[config.mk]
export PLATFORM = sky130hd
export DESIGN_NAME = ddr_wr_data_sched
export DESIGN_NICKNAME = d
export VERILOG_FILES = /design/src/rtl/ddr_wr_data_sched.sv
export SDC_FILE = /design/constraint.sdc
export NUM_CORES = 1
export LEC_CHECK = 0
export ABC_AREA = 1
export CAP_MARGIN = 30
export CORE_UTILIZATION = 45
export DETAILED_ROUTE_END_ITERATION = 8
export PLACE_DENSITY = 0.67
export SYNTH_ARGS = -nofsm -noshare
export SYNTH_HDL_FRONTEND = slang
export SYNTH_SLANG_ARGS = --single-unit
[constraint.sdc]
create_clock -name CK_t -period 4.05 [get_ports CK_t]
set_clock_uncertainty 0.15 [all_clocks]
set_input_delay 0.81 -clock CK_t [delete_from_list [all_inputs] [get_ports CK_t]]
set_output_delay 0.81 -clock CK_t [all_outputs]
set_load 0.01 [all_outputs]
[src/rtl/ddr_wr_data_sched.sv]
// Write-data scheduler: in-order FIFO of host bursts, launched to the DQ/DQS
// driver cwl - wr_pre clocks after each WR command via a one-hot shift register.
module ddr_wr_data_sched #(
    parameter int unsigned DATA_W  = 64,
    parameter int unsigned DEPTH   = 8,
    parameter int unsigned CWL_MAX = 24
) (
    input  logic                     CK_t,
    input  logic                     reset,
    input  logic                     host_wr_valid,
    output logic                     host_wr_ready,
    input  logic [DATA_W-1:0]        host_data,
    input  logic [3:0]               host_bl,
    input  logic                     wr_cmd_issued,
    input  logic [4:0]               cwl,
    input  logic [1:0]               wr_pre,
    output logic                     wr_rdy,
    output logic [DATA_W-1:0]        wr_data,
    output logic [3:0]               wr_bl,
    output logic [$clog2(DEPTH):0]   fifo_count,
    output logic                     underflow,
    output logic                     cmd_collide
);

    localparam int unsigned PTR_W = $clog2(DEPTH);
    localparam int unsigned CNT_W = PTR_W + 1;
    localparam int unsigned IDX_W = $clog2(CWL_MAX);
    localparam int unsigned ENT_W = DATA_W + 4;
    localparam int unsigned DLY_W = 7;

    logic [ENT_W-1:0]   mem [DEPTH];
    logic [PTR_W-1:0]   wr_ptr;
    logic [PTR_W-1:0]   rd_ptr;
    logic               full;
    logic               empty;
    logic               push;
    logic               pop;

    logic [CWL_MAX-1:0] launch_sr;
    logic [CWL_MAX-1:0] launch_shift;
    logic [CWL_MAX-1:0] launch_next;
    logic [CWL_MAX-1:0] set_mask;
    logic               fire;
    logic               collide_now;

    logic [DLY_W-1:0]   d_raw;
    logic [DLY_W-1:0]   d_val;
    logic [IDX_W-1:0]   d_idx;

    assign full          = (fifo_count == CNT_W'(DEPTH));
    assign empty         = (fifo_count == '0);
    assign host_wr_ready = !full;
    assign push          = host_wr_valid && !full;
    assign pop           = fire && !empty;

    // Launch delay cwl - wr_pre, clamped to 1..CWL_MAX (bit 6 set means negative).
    always_comb begin
        d_raw = {2'b00, cwl} - {5'b00000, wr_pre};
        d_val = d_raw;
        if (d_raw[DLY_W-1] || (d_raw == '0)) begin
            d_val = DLY_W'(1);
        end else if (d_raw > DLY_W'(CWL_MAX)) begin
            d_val = DLY_W'(CWL_MAX);
        end
        d_idx = IDX_W'(d_val - DLY_W'(1));
    end

    // A new command lands in the shifted vector; fire looks at the value being
    // loaded so that a delay of 1 launches on the very next clock.
    always_comb begin
        launch_shift = launch_sr >> 1;
        set_mask     = '0;
        for (int unsigned i = 0; i < CWL_MAX; i++) begin
            set_mask[i] = (d_idx == IDX_W'(i));
        end
        collide_now = wr_cmd_issued && ((launch_shift & set_mask) != '0);
        launch_next = wr_cmd_issued ? (launch_shift | set_mask) : launch_shift;
        fire        = launch_next[0];
    end

    // Payload storage needs no reset; only pointers and count define validity.
    always_ff @(posedge CK_t) begin
        if (push) begin
            mem[wr_ptr] <= {host_bl, host_data};
        end
    end

    always_ff @(posedge CK_t or posedge reset) begin
        if (reset) begin
            wr_ptr      <= '0;
            rd_ptr      <= '0;
            fifo_count  <= '0;
            launch_sr   <= '0;
            wr_rdy      <= 1'b0;
            wr_data     <= '0;
            wr_bl       <= '0;
            underflow   <= 1'b0;
            cmd_collide <= 1'b0;
        end else begin
            launch_sr <= launch_next;
            wr_rdy    <= pop;
            if (push) begin
                wr_ptr <= wr_ptr + PTR_W'(1);
            end
            if (pop) begin
                rd_ptr  <= rd_ptr + PTR_W'(1);
                wr_data <= mem[rd_ptr][DATA_W-1:0];
                wr_bl   <= mem[rd_ptr][ENT_W-1:DATA_W];
            end
            case ({push, pop})
                2'b10:   fifo_count <= fifo_count + CNT_W'(1);
                2'b01:   fifo_count <= fifo_count - CNT_W'(1);
                default: fifo_count <= fifo_count;
            endcase
            if (fire && empty) begin
                underflow <= 1'b1;
            end
            if (collide_now) begin
                cmd_collide <= 1'b1;
            end
        end
    end

endmodule

After elaboration in Yosys (flattened, before gate mapping)

Memories as Yosys holds them, arrays and structs flattened. A register that Yosys moved wholly into a read port is not among the register bits.
Cells that the tools add are included.

Output and inout port bits: 76
Word-level logic and storage cells: 61
Flip-flop bits (word level): 37
Bits in writable memories: 544
Memories: 1

Memories:

| name | depth | bits a word | read ports | clocked after Yosys merged registers in | wr ports | line | RTL |
|---|---|---|---|---|---|---|---|
| mem  | 8     | 68          | 1          | 1                                       | 1        | 31   | `logic [ENT_W-1:0] mem [DEPTH];` |

Multiplexer cells: 6
Bitwise logic cells: 2
Add/subtract/negate cells: 6
Reductions and logical operators: 12
Equality and inequality tests: 26
Order comparisons: 1

Operators by type and width:

| cell                                                          | number |
|---|---|
| equality test 5 x 4 -> 1 bit, second input constant           | 8 |
| equality test 5 bit, second input constant                    | 8 |
| AND 23 x 24 -> 24 bit                                         | 1 |
| 2-to-1 mux 24 bit                                             | 1 |
| bitwise OR 23 x 24 -> 24 bit                                  | 1 |
| nonzero test 24 bit                                           | 1 |
| equality test 5 x 3 -> 1 bit, second input constant           | 4 |
| equality test 5 x 2 -> 1 bit, second input constant           | 2 |
| 2-to-1 mux 5 bit                                              | 2 |
| case mux 4 bit (2 select lines)                               | 1 |
| greater-than comparator 7 x 5 -> 1 bit, second input constant | 1 |
| zero test 7 bit                                               | 1 |
| adder 3 x 1 -> 3 bit, second input constant                   | 2 |
| subtractor 5 x 2 -> 6 bit                                     | 1 |
| equality test 5 x 1 -> 1 bit, second input constant           | 1 |
| zero test 5 bit                                               | 1 |
| subtractor 5 x 1 -> 5 bit, second input constant              | 1 |
| adder 4 x 1 -> 4 bit, second input constant                   | 1 |
| equality test 4 bit, second input constant                    | 1 |
| logical AND 1 bit                                             | 4 |
| zero test 4 bit                                               | 1 |
| subtractor 4 x 1 -> 4 bit, second input constant              | 1 |
| equality test 2 x 1 -> 1 bit, second input constant           | 1 |
| equality test 2 bit, second input constant                    | 1 |
| 4 further kinds                                               | 6 |

Depth between registers and ports, before layout

Gate-level depths: netlist of run 1.

Depth in word-level cells: 11
Gate-level depth with buffers: 28
Mapped depth without buffers: 27

Least setup slack after synthesis of run 1

No wires, ideal clock.

Path type: input -> register
From: input host_wr_valid
To: memory mem[0][0] (netlist bit) (enable)
Required time: 3.406 ns
Arrival: 4.088 ns
Stages: 3
Buffers on the path: 0
Setup time: 0.494 ns
Path slack: -0.683 ns
Cell sequence: nand2_1 or2_2 nor2_1

Longest elaborated chain between the ends: 3

Ends and longest elaborated chain:

| item                                   | line | RTL |
|---|---|---|
| from (decl)                            | 10   | `input logic host_wr_valid,` |
| logical AND 1 bit                      | 53   | `assign push = host_wr_valid && !full;` |
| 2-to-1 mux 1 bit                       | 83   | `if (push) begin` |
| 2-to-1 mux 1 bit (implied by the code) | 84   | `mem[wr_ptr] <= {host_bl, host_data};` |
| to (decl)                              | 31   |  |

Every way passes these cells.

Final worst setup path of run 1

From: input cwl[0]
To: register fifo_count[3]

Longest elaborated chain between the ends: 11
Elaborated cells between the ends (all ways): 15

Ends and longest elaborated chain:

| item                                                                             | line   | RTL |
|---|---|---|
| from (decl)                                                                      | 15     | `input logic [4:0] cwl,` |
| subtractor 5 x 2 -> 6 bit (*)                                                    | 58     | `d_raw = {2'b00, cwl} - {5'b00000, wr_pre};` |
| greater-than comparator 7 x 5 -> 1 bit / zero test 7 bit (equally long branches) | 62, 60 |  |
| 2-to-1 mux 5 bit / logical OR 1 bit (equally long branches)                      | 62, 60 |  |
| 2-to-1 mux 5 bit (*)                                                             | 60     | `if (d_raw[DLY_W-1] \|\| (d_raw == '0)) begin` |
| subtractor 5 x 1 -> 5 bit (*)                                                    | 65     | `d_idx = IDX_W'(d_val - DLY_W'(1));` |
| zero test 5 bit (*)                                                              | 74     | `set_mask[i] = (d_idx == IDX_W'(i));` |
| bitwise OR 23 x 24 -> 24 bit (*)                                                 | 77     | `launch_next = wr_cmd_issued ? (launch_shift \| set_mask) : launch_shift;` |
| 2-to-1 mux 24 bit (*)                                                            | 77     |  |
| logical AND 1 bit (*)                                                            | 54     | `assign pop = fire && !empty;` |
| via pop                                                                          | 37     | `logic pop;` |
| equality test 2 x 1 -> 1 bit / equality test 2 bit (equally long branches)       | 110    | `case ({push, pop})` |
| case mux 4 bit (2 select lines) / nonzero test 2 bit (equally long branches)     | n/a    |  |
| to (signal assigned)                                                             | 111    | `2'b10: fifo_count <= fifo_count + CNT_W'(1);` |
| to (signal assigned)                                                             | 112    | `2'b01: fifo_count <= fifo_count - CNT_W'(1);` |
| to (signal assigned)                                                             | 113    | `default: fifo_count <= fifo_count;` |
| to (decl)                                                                        | 20     | `output logic [$clog2(DEPTH):0] fifo_count,` |

The timed path passes the listed nets; every way through them passes the cells marked *.
A chain may end at the register's enable or synchronous reset.

==> flow_summary_export.csv, run 1 <==
group,metric,value,unit
setup_path,r2r-end,"wr_data[14]$_DFFE_PP0P_",
setup_path,slowest_stage,"clkdlybuf4s50_1",
finish,final_area,30190,sq um
timing,worst_pin_slew,0.8559,ns
pwr,switching_share,34.36,%
timing,timing_hold_violations_final,0,
placed_design,dp_hpwl,29.36,mm
detailed_routing,vias,15660,
cts,cts_tree,"done",
detailed_routing,drt_iter0_markers,1076,
setup_path,cp_max_fo,4,
finish,layout_common_cells,"edfxtp_1, o21ai_0, nor2_1",
setup_path,critPathArrivalTime,4.20,ns
finish,layout.cells.non_filler,2840,
logic_synthesis,synth_area_leaders,"edfxtp_1, dfrtp_1, o21ai_0",
logic_synthesis,synth_top_area_cell,"edfxtp_1",
pwr,p_clk_share,27.3,%
detailed_routing,finalWirelength,57.88,mm
logic_synthesis,ys_seq_elements,648,
setup_path,critPathMostFrequentCell,"nor2_1",
logic_synthesis,seq_area_frac_synth,74.73,%
timing,max_freq,260.9,MHz
pwr,combinationalPowerShare,32.2,%
timing,final-max-slew-violation-count,0,
job,maxCapViolCount,0,
logic_synthesis,synth_fp_nets,1967,
setup_path,crit_buf_inv,5,
cts,numCtsBuffers,68,
cts,cts_buffer_depth,3,
detailed_routing,drc,0,
cts,cts.sinks,648,
setup_path,slowest_delay,0.45,ns
finish,fill_cells,4406,
logic_synthesis,synth_ff_type,"edfxtp_1",
finish,layout-drive-gt1-share,13.70,%
logic_synthesis,synthCells,1880,
cts,root_buffer,"clkbuf_16",
global_routing,grt_max_degree,170,
setup_path,crit_path_start,"cwl[0]",
pwr,power_density,745.4,nW/um^2
pwr,seq_power_share,40.4,%
cts,clock_latency,0.61,ns
logic_synthesis,synth_area_per_cell,13.48,sq um
timing,period_minus_slack,3.832,ns
setup_path,startpoint_type,"input port",
global_routing,antenna_found_initial,9,
detailed_routing,firstDrtPassIters,7,
floorplanning,fp.coreArea,55420,sq um
timing,finalCritPeriodShare,94.62,%
global_routing,grt_pass1_vias,15608,
timing,relSlewSlack,42.94,%
timing,timing.hold.ws,0.3001,ns
floorplanning,initial_core_util,45.73,%
floorplanning,pin_count,155,
setup_path,rr_worst_depth,6,
hold_path,hp-class,"flop to flop",
pwr,internal_power,14.77,mW
finish,final_nets,2119,
cts,clk_pin_slew_worst_paths,0.06,ns
setup_path,worst_ep_required_time,4.42,ns
timing,layout_setup_ws,0.2178,ns
floorplanning,die-height,239.3,um
setup_path,cp.depth,24,
status,status,"complete, no violations",
setup_path,crit_chain,"clkdlybuf4s50_1 -> inv_1 -> ha_1 -> inv_1 -> fa_1 -> nor2_1 -> nand3_1 -> nand3_1 -> nand2_1 -> nand3_2 -> nand4_1 -> inv_2 -> nand2_2 -> o21ai_4 -> nand2_8 -> clkinv_2 -> ha_1 -> nor2_1 -> nor2_1 -> nand2_1 -> nor2_2 -> a31oi_1 -> a211oi_2 -> xor2_1",
pwr,p_leak,10.34,nW
setup_path,cpLargestDelayFamily,"simple AND/OR/NAND/NOR gates",
cts,htreeDepth,3,
setup_path,criticalPathCategory,"input port to flop",
logic_synthesis,ys_types,40,
floorplanning,fp.dieW,239.3,um
placed_design,dpl_cell_area,27900,sq um
timing,final-setup-viol-count,0,
setup_path,cp-end-kind,"flop",
placed_design,place_congestion,0.8182,
placed_design,portBuffers,154,
global_routing,grt_usage,20.37,%
detailed_routing,avgViaCountPerCell,5.514,
logic_synthesis,async_flop_share,16.05,%
setup_path,ff2ff_setup_slack,1.53,ns
global_routing,grt_pass1_wl,88.55,mm
logic_synthesis,synth_top_area_share,64.46,%
global_routing,grt-ovfl-total,0,
floorplanning,dieArea,57270,sq um
detailed_routing,antenna_left,0,
setup_path,rr_startpoint,"rd_ptr[0]$_DFFE_PP0P_",
setup_path,crit_path_end,"fifo_count[3]$_DFFE_PP0P_",
logic_synthesis,synth-edff-count,544,
finish,synthToLayoutAreaGrowth,19.12,%
logic_synthesis,netlist_area,25340,sq um
logic_synthesis,yosysWarnings,0,
placed_design,place_inst,2708,
pwr,power.switching,7.732,mW
pwr,peakVddDrop,0.0004847,V
finish,layout_commonest_cell,"edfxtp_1",
floorplanning,row_count,86,
placed_design,dp_slack,-0.4508,ns
detailed_routing,post_drt_wl_per_cell,20.38,um
-- through the flow --
step | setup TNS, ns | power [mW] | util, %
6_report | 0 | 22.50 | 54.48
5_1_grt | -0.03120 | 23.73 | 54.47
4_1_cts | 0 | 22.67 | 54.36
3_5_place_dp | -6.492 | 16.52 | 50.35
3_3_place_gp | -3.465 | 16.26 | 50.35
2_1_floorplan | -185.69 | 13.78 | -
-- cell usage after synthesis, types with 3 or more instances --
master	count
xor2_1	4
clkbuf_1	105
nand4_1	15
o22ai_1	69
nor2_1	299
o221ai_1	68
buf_1	3
nand2_1	90
o21ai_2	61
ha_1	7
edfxtp_1	544
o21bai_1	4
a21o_1	3
inv_1	41
nand2_2	32
a31o_2	9
buf_6	14
o21ai_0	357
dfrtp_1	104
nand3_1	24
xnor2_1	3
-- cells by family after synthesis --
family	after synthesis	share of synthesized area, %
xor gates and xnor gates	7	0.2419
adders and majority gates	8	0.4246
buffers and inverters	169	2.933
DFF	648	74.73
AOI/OAI and AO/OA	579	13.94
and+or+nand+nor	469	7.731
-- worst reg2reg max path, cell delays in order, from the launching register on --
cell	delay, ns
dfrtp_4	0.51
inv_6	0.56
buf_4	0.60
o21ai_0	0.14
o221ai_1	0.20
o21ai_0	0.15
o21ai_2	0.15
-- power by group through the flow --
stage	sequential, mW	combinational (mW)	clock [mW]
after floorplan	9.30	4.48	0
after global placement	9.20	7.06	0
after detailed placement	9.22	7.29	0
after CTS	9.10	7.31	6.26
after global routing	9.20	7.99	6.53
final	9.10	7.25	6.15
-- routing by layer --
| metal | up-vias | part of all wire, % | wire, um | track usage [%] |
|---|---|---|---|---|
| li1 | 7302 | - | - | - |
| met1 | 7839 | 42 | 24370 | 26.04 |
| met2 | 425 | 49 | 28590 | 34.69 |
| met3 | 84 | 6.4 | 3730 | 4.172 |
| met4 | 10 | 1.9 | 1120 | 6.624 |
| met5 | - | 0.12 | 71 | 0 |
-- cell type report --
type	count	area [sq um]	area share [%]
Sequential cell	648	18950	62.76
Multi-Input combinational cell	1063	5753	19.06
Timing Repair Buffer	206	2140	7.087
Clock buffer	91	1921	6.362
Tap cell	748	935.9	3.100
Clock inverter	34	297.8	0.9864
Inverter	45	182.7	0.6051
Antenna cell	5	12.51	0.04145
-- registers in the layout (all words and copies together), names as in the netlist --
signal and count:
fifo_count 4, wr_ptr 3, launch_sr 23, rd_ptr 3, wr_bl 4, wr_data 64
underflow 1, cmd_collide 1, mem 544, wr_rdy 1
-- repair_timing --
item / 4_1_cts / 5_1_grt
setup buffers: 0 / 1
hold buffers: 0 / 0
setup endpoints to repair: 0 / 2
gates resized for setup: 0 / 5
-- worst min-delay path by stage --
stage / cells after the start / to / slack (ns) / start
final: 1 / launch_sr[17]$_DFF_PP0_ / 0.30 / launch_sr[18]$_DFF_PP0_
after global routing: 1 / launch_sr[17]$_DFF_PP0_ / 0.32 / launch_sr[18]$_DFF_PP0_
after CTS: 1 / launch_sr[17]$_DFF_PP0_ / 0.30 / launch_sr[18]$_DFF_PP0_
after detailed placement: 1 / launch_sr[17]$_DFF_PP0_ / 0.29 / launch_sr[18]$_DFF_PP0_
after global placement: 1 / launch_sr[17]$_DFF_PP0_ / 0.28 / launch_sr[18]$_DFF_PP0_
after floorplan: 2 / launch_sr[10]$_DFF_PP0_ / 0.27 / launch_sr[11]$_DFF_PP0_
Note: power is estimated with default switching activity, not from simulation.
==> run 2, diff against run 1 <==
--- a/config.mk
+++ b/config.mk
@@ -9,7 +9,8 @@
 export CAP_MARGIN = 30
 export CORE_UTILIZATION = 45
 export DETAILED_ROUTE_END_ITERATION = 8
-export PLACE_DENSITY = 0.67
+export PLACE_DENSITY = 0.64
+export RECOVER_POWER = 100
 export SYNTH_ARGS = -nofsm -noshare
 export SYNTH_HDL_FRONTEND = slang
 export SYNTH_SLANG_ARGS = --single-unit
==> constraint.sdc (replaced) <==
create_clock -name CK_t -period 4.8 [get_ports CK_t]
set_clock_uncertainty 0.15 [all_clocks]
set_input_delay 0.96 -clock CK_t [delete_from_list [all_inputs] [get_ports CK_t]]
set_output_delay 0.96 -clock CK_t [all_outputs]
set_load 0.01 [all_outputs]
==> run 2 against run 1 <==
The run now ends with max-capacitance violations, max-slew violations left. Sequential share of layout area is 1.1 points higher. Clock power down 16%. Register-to-register slack worse by 0.90 ns. Sequential cell count unchanged. Critical endpoint is now mem[6][12]$_DFFE_PP_. Largest cell class unchanged.
==> flow_summary_export.csv, run 2 (same netlist as run 1, synthesis figures left out) <==
group,metric,value,unit
global_routing,grt_pass1_wl,88.54,mm
detailed_routing,drc,0,
detailed_routing,drt_iter0_markers,1121,
timing,relSlewSlack,-55.55,%
floorplanning,die-height,239.3,um
cts,cts.hold.buffers_added,0,
setup_path,crit_path_start,"host_wr_valid",
floorplanning,initial_core_util,45.73,%
job,maxCapViolCount,9,
finish,fill_cells,4553,
setup_path,r2r-end,"mem[6][12]$_DFFE_PP_",
cts,numCtsBuffers,68,
floorplanning,row_count,86,
detailed_routing,avgViaCountPerCell,5.517,
timing,max_freq,224.2,MHz
pwr,p_leak,10.17,nW
floorplanning,pin_count,155,
finish,layout_commonest_cell,"edfxtp_1",
setup_path,cp-end-kind,"flop",
timing,final-setup-viol-count,0,
floorplanning,fp.dieW,239.3,um
timing,fin_setup_tns,0,ns
setup_path,startpoint_type,"input port",
floorplanning,fp.coreArea,55420,sq um
hold_path,hp-class,"flop to flop",
timing,rsz0062_at_grt,"false",
finish,largest_reg_flops,544,
timing,period_minus_slack,4.461,ns
timing,finalCritPeriodShare,92.94,%
setup_path,cpLargestDelayFamily,"simple AND/OR/NAND/NOR gates",
cts,cts_buffer_depth,3,
timing,layout_setup_ws,0.3390,ns
global_routing,grt_max_degree,138,
setup_path,ff2ff_setup_slack,0.63,ns
finish,layout_common_cells,"edfxtp_1, o21ai_0, nor2_1",
global_routing,grt-ovfl-total,0,
placed_design,place_inst,2694,
placed_design,place_congestion,0.8379,
cts,cts_tree,"done",
placed_design,dp_slack,0.03217,ns
pwr,power.total,18.39,mW
cts,cts_setup_buffers,0,
cts,cts.sinks,648,
setup_path,worst_ep_required_time,4.85,ns
pwr,peakVddDrop,0.0003662,V
global_routing,antenna_found_initial,17,
finish,largestRegisters,"mem (544), wr_data (64), launch_sr (23)",
detailed_routing,post_drt_wl_per_cell,20.53,um
setup_path,rr_startpoint,"fifo_count[0]$_DFFE_PP0P_",
status,violations,"max-capacitance violations, max-slew violations",
setup_path,critPathArrivalTime,4.51,ns
finish,layout-drive-gt1-share,8.595,%
timing,final-max-slew-violation-count,262,
finish,layout.cells.non_filler,2826,
setup_path,crit_chain,"dlygate4sd3_1 -> nand2_1 -> or2_0 -> nor2_1 -> buf_2",
setup_path,cp_max_fo,34,
floorplanning,dieArea,57270,sq um
placed_design,portBuffers,154,
cts,clk_pin_slew_worst_paths,0.06,ns
global_routing,grt_pass1_vias,15301,
timing,worst_pin_slew,2.333,ns
cts,post_cts_resized,0,
placed_design,dp_hpwl,29.95,mm
timing,timing_hold_violations_final,0,
detailed_routing,finalWirelength,58.03,mm
cts,clock_latency,0.60,ns
status,status,"finished, violations left",
detailed_routing,antenna_left,0,
setup_path,cp.depth,5,
setup_path,rr_worst_depth,6,
finish,final_nets,2105,
detailed_routing,vias,15592,
global_routing,grt_usage,20.40,%
setup_path,slowest_delay,1.37,ns
cts,root_buffer,"clkbuf_16",
setup_path,criticalPathCategory,"input port to flop",
detailed_routing,firstDrtPassIters,5,
pwr,power_density,620.1,nW/um^2
finish,top_register,"mem",
setup_path,crit_buf_inv,2,
setup_path,slowest_stage,"nor2_1",
finish,synthToLayoutAreaGrowth,16.99,%
cts,htreeDepth,3,
setup_path,crit_path_end,"mem[6][12]$_DFFE_PP_",
run 2: cell count changes in the layout (fill, tap and decap cells not counted), moves of 12 or more:
| cell | previous run | this run |
|---|---|---|
| o21ai_0 | 357 | 395 |
| buf_12 | 15 | 3 |
| nand2_1 | 90 | 113 |
| o21ai_2 | 60 | 25 |
| nand2_2 | 31 | 8 |
| buf_4 | 36 | 8 |
| dlygate4sd3_1 | 0 | 146 |
| clkdlybuf4s50_1 | 154 | 8 |
| clkbuf_1 | 12 | 38 |
run 2: how the worst min path moves through the flow:
stage / start / depth (start not counted) / end / slack [ns]
6_report: launch_sr[22]$_DFF_PP0_ / 1 / launch_sr[21]$_DFF_PP0_ / 0.30
5_1_grt: launch_sr[6]$_DFF_PP0_ / 1 / launch_sr[5]$_DFF_PP0_ / 0.33
4_1_cts: launch_sr[22]$_DFF_PP0_ / 1 / launch_sr[21]$_DFF_PP0_ / 0.30
3_5_place_dp: launch_sr[22]$_DFF_PP0_ / 1 / launch_sr[21]$_DFF_PP0_ / 0.29
3_3_place_gp: launch_sr[22]$_DFF_PP0_ / 1 / launch_sr[21]$_DFF_PP0_ / 0.28
2_1_floorplan: launch_sr[11]$_DFF_PP0_ / 2 / launch_sr[10]$_DFF_PP0_ / 0.27
run 2: per-layer routing:
metal | part of all wire (%) | GRT usage (%) | vias up
li1 | - | - | 7278
met1 | 43 | 26.52 | 7771
met2 | 49 | 34.36 | 429
met3 | 6.3 | 4.114 | 102
met4 | 2.1 | 6.430 | 12
met5 | 0.13 | 0 | -
run 2: worst register-to-register path: stages (launching register included):
cell and delay [ns]:
dfrtp_1 0.43, nor2_1 0.09, nand3_1 0.09, nand2_1 0.15, or2_0 0.41, nor2_1 1.37, buf_2 1.08
run 2: area by class of cell:
type	instances	area [sq um]	share of cell area [%]
flip-flops and latches	648	18950	63.90
multi-input cells	1063	5503	18.56
clock buffers	107	2032	6.853
repair buffers	192	1869	6.305
well taps	748	935.9	3.157
inverters	45	186.4	0.6288
clock inverters	16	160.2	0.5402
diodes	7	17.52	0.05908
run 2: report_power, final:
part	internal, mW	switching (mW)
Combinational	1.82	3.66
Sequential	7.27	0.497
Clock	3.07	2.08
run 2: stage by stage:
| step | hold WS [ns] | instance area [sq um] | util, % |
|---|---|---|---|
| global placement | 0.2839 | 27690 | 49.97 |
| detailed placement | 0.2863 | 27740 | 50.07 |
| global route | 0.3310 | 29640 | 53.49 |
| CTS | 0.3023 | 29940 | 54.02 |
| finish | 0.3024 | 29650 | 53.50 |
| floorplan | 0.2744 | 25340 | - |
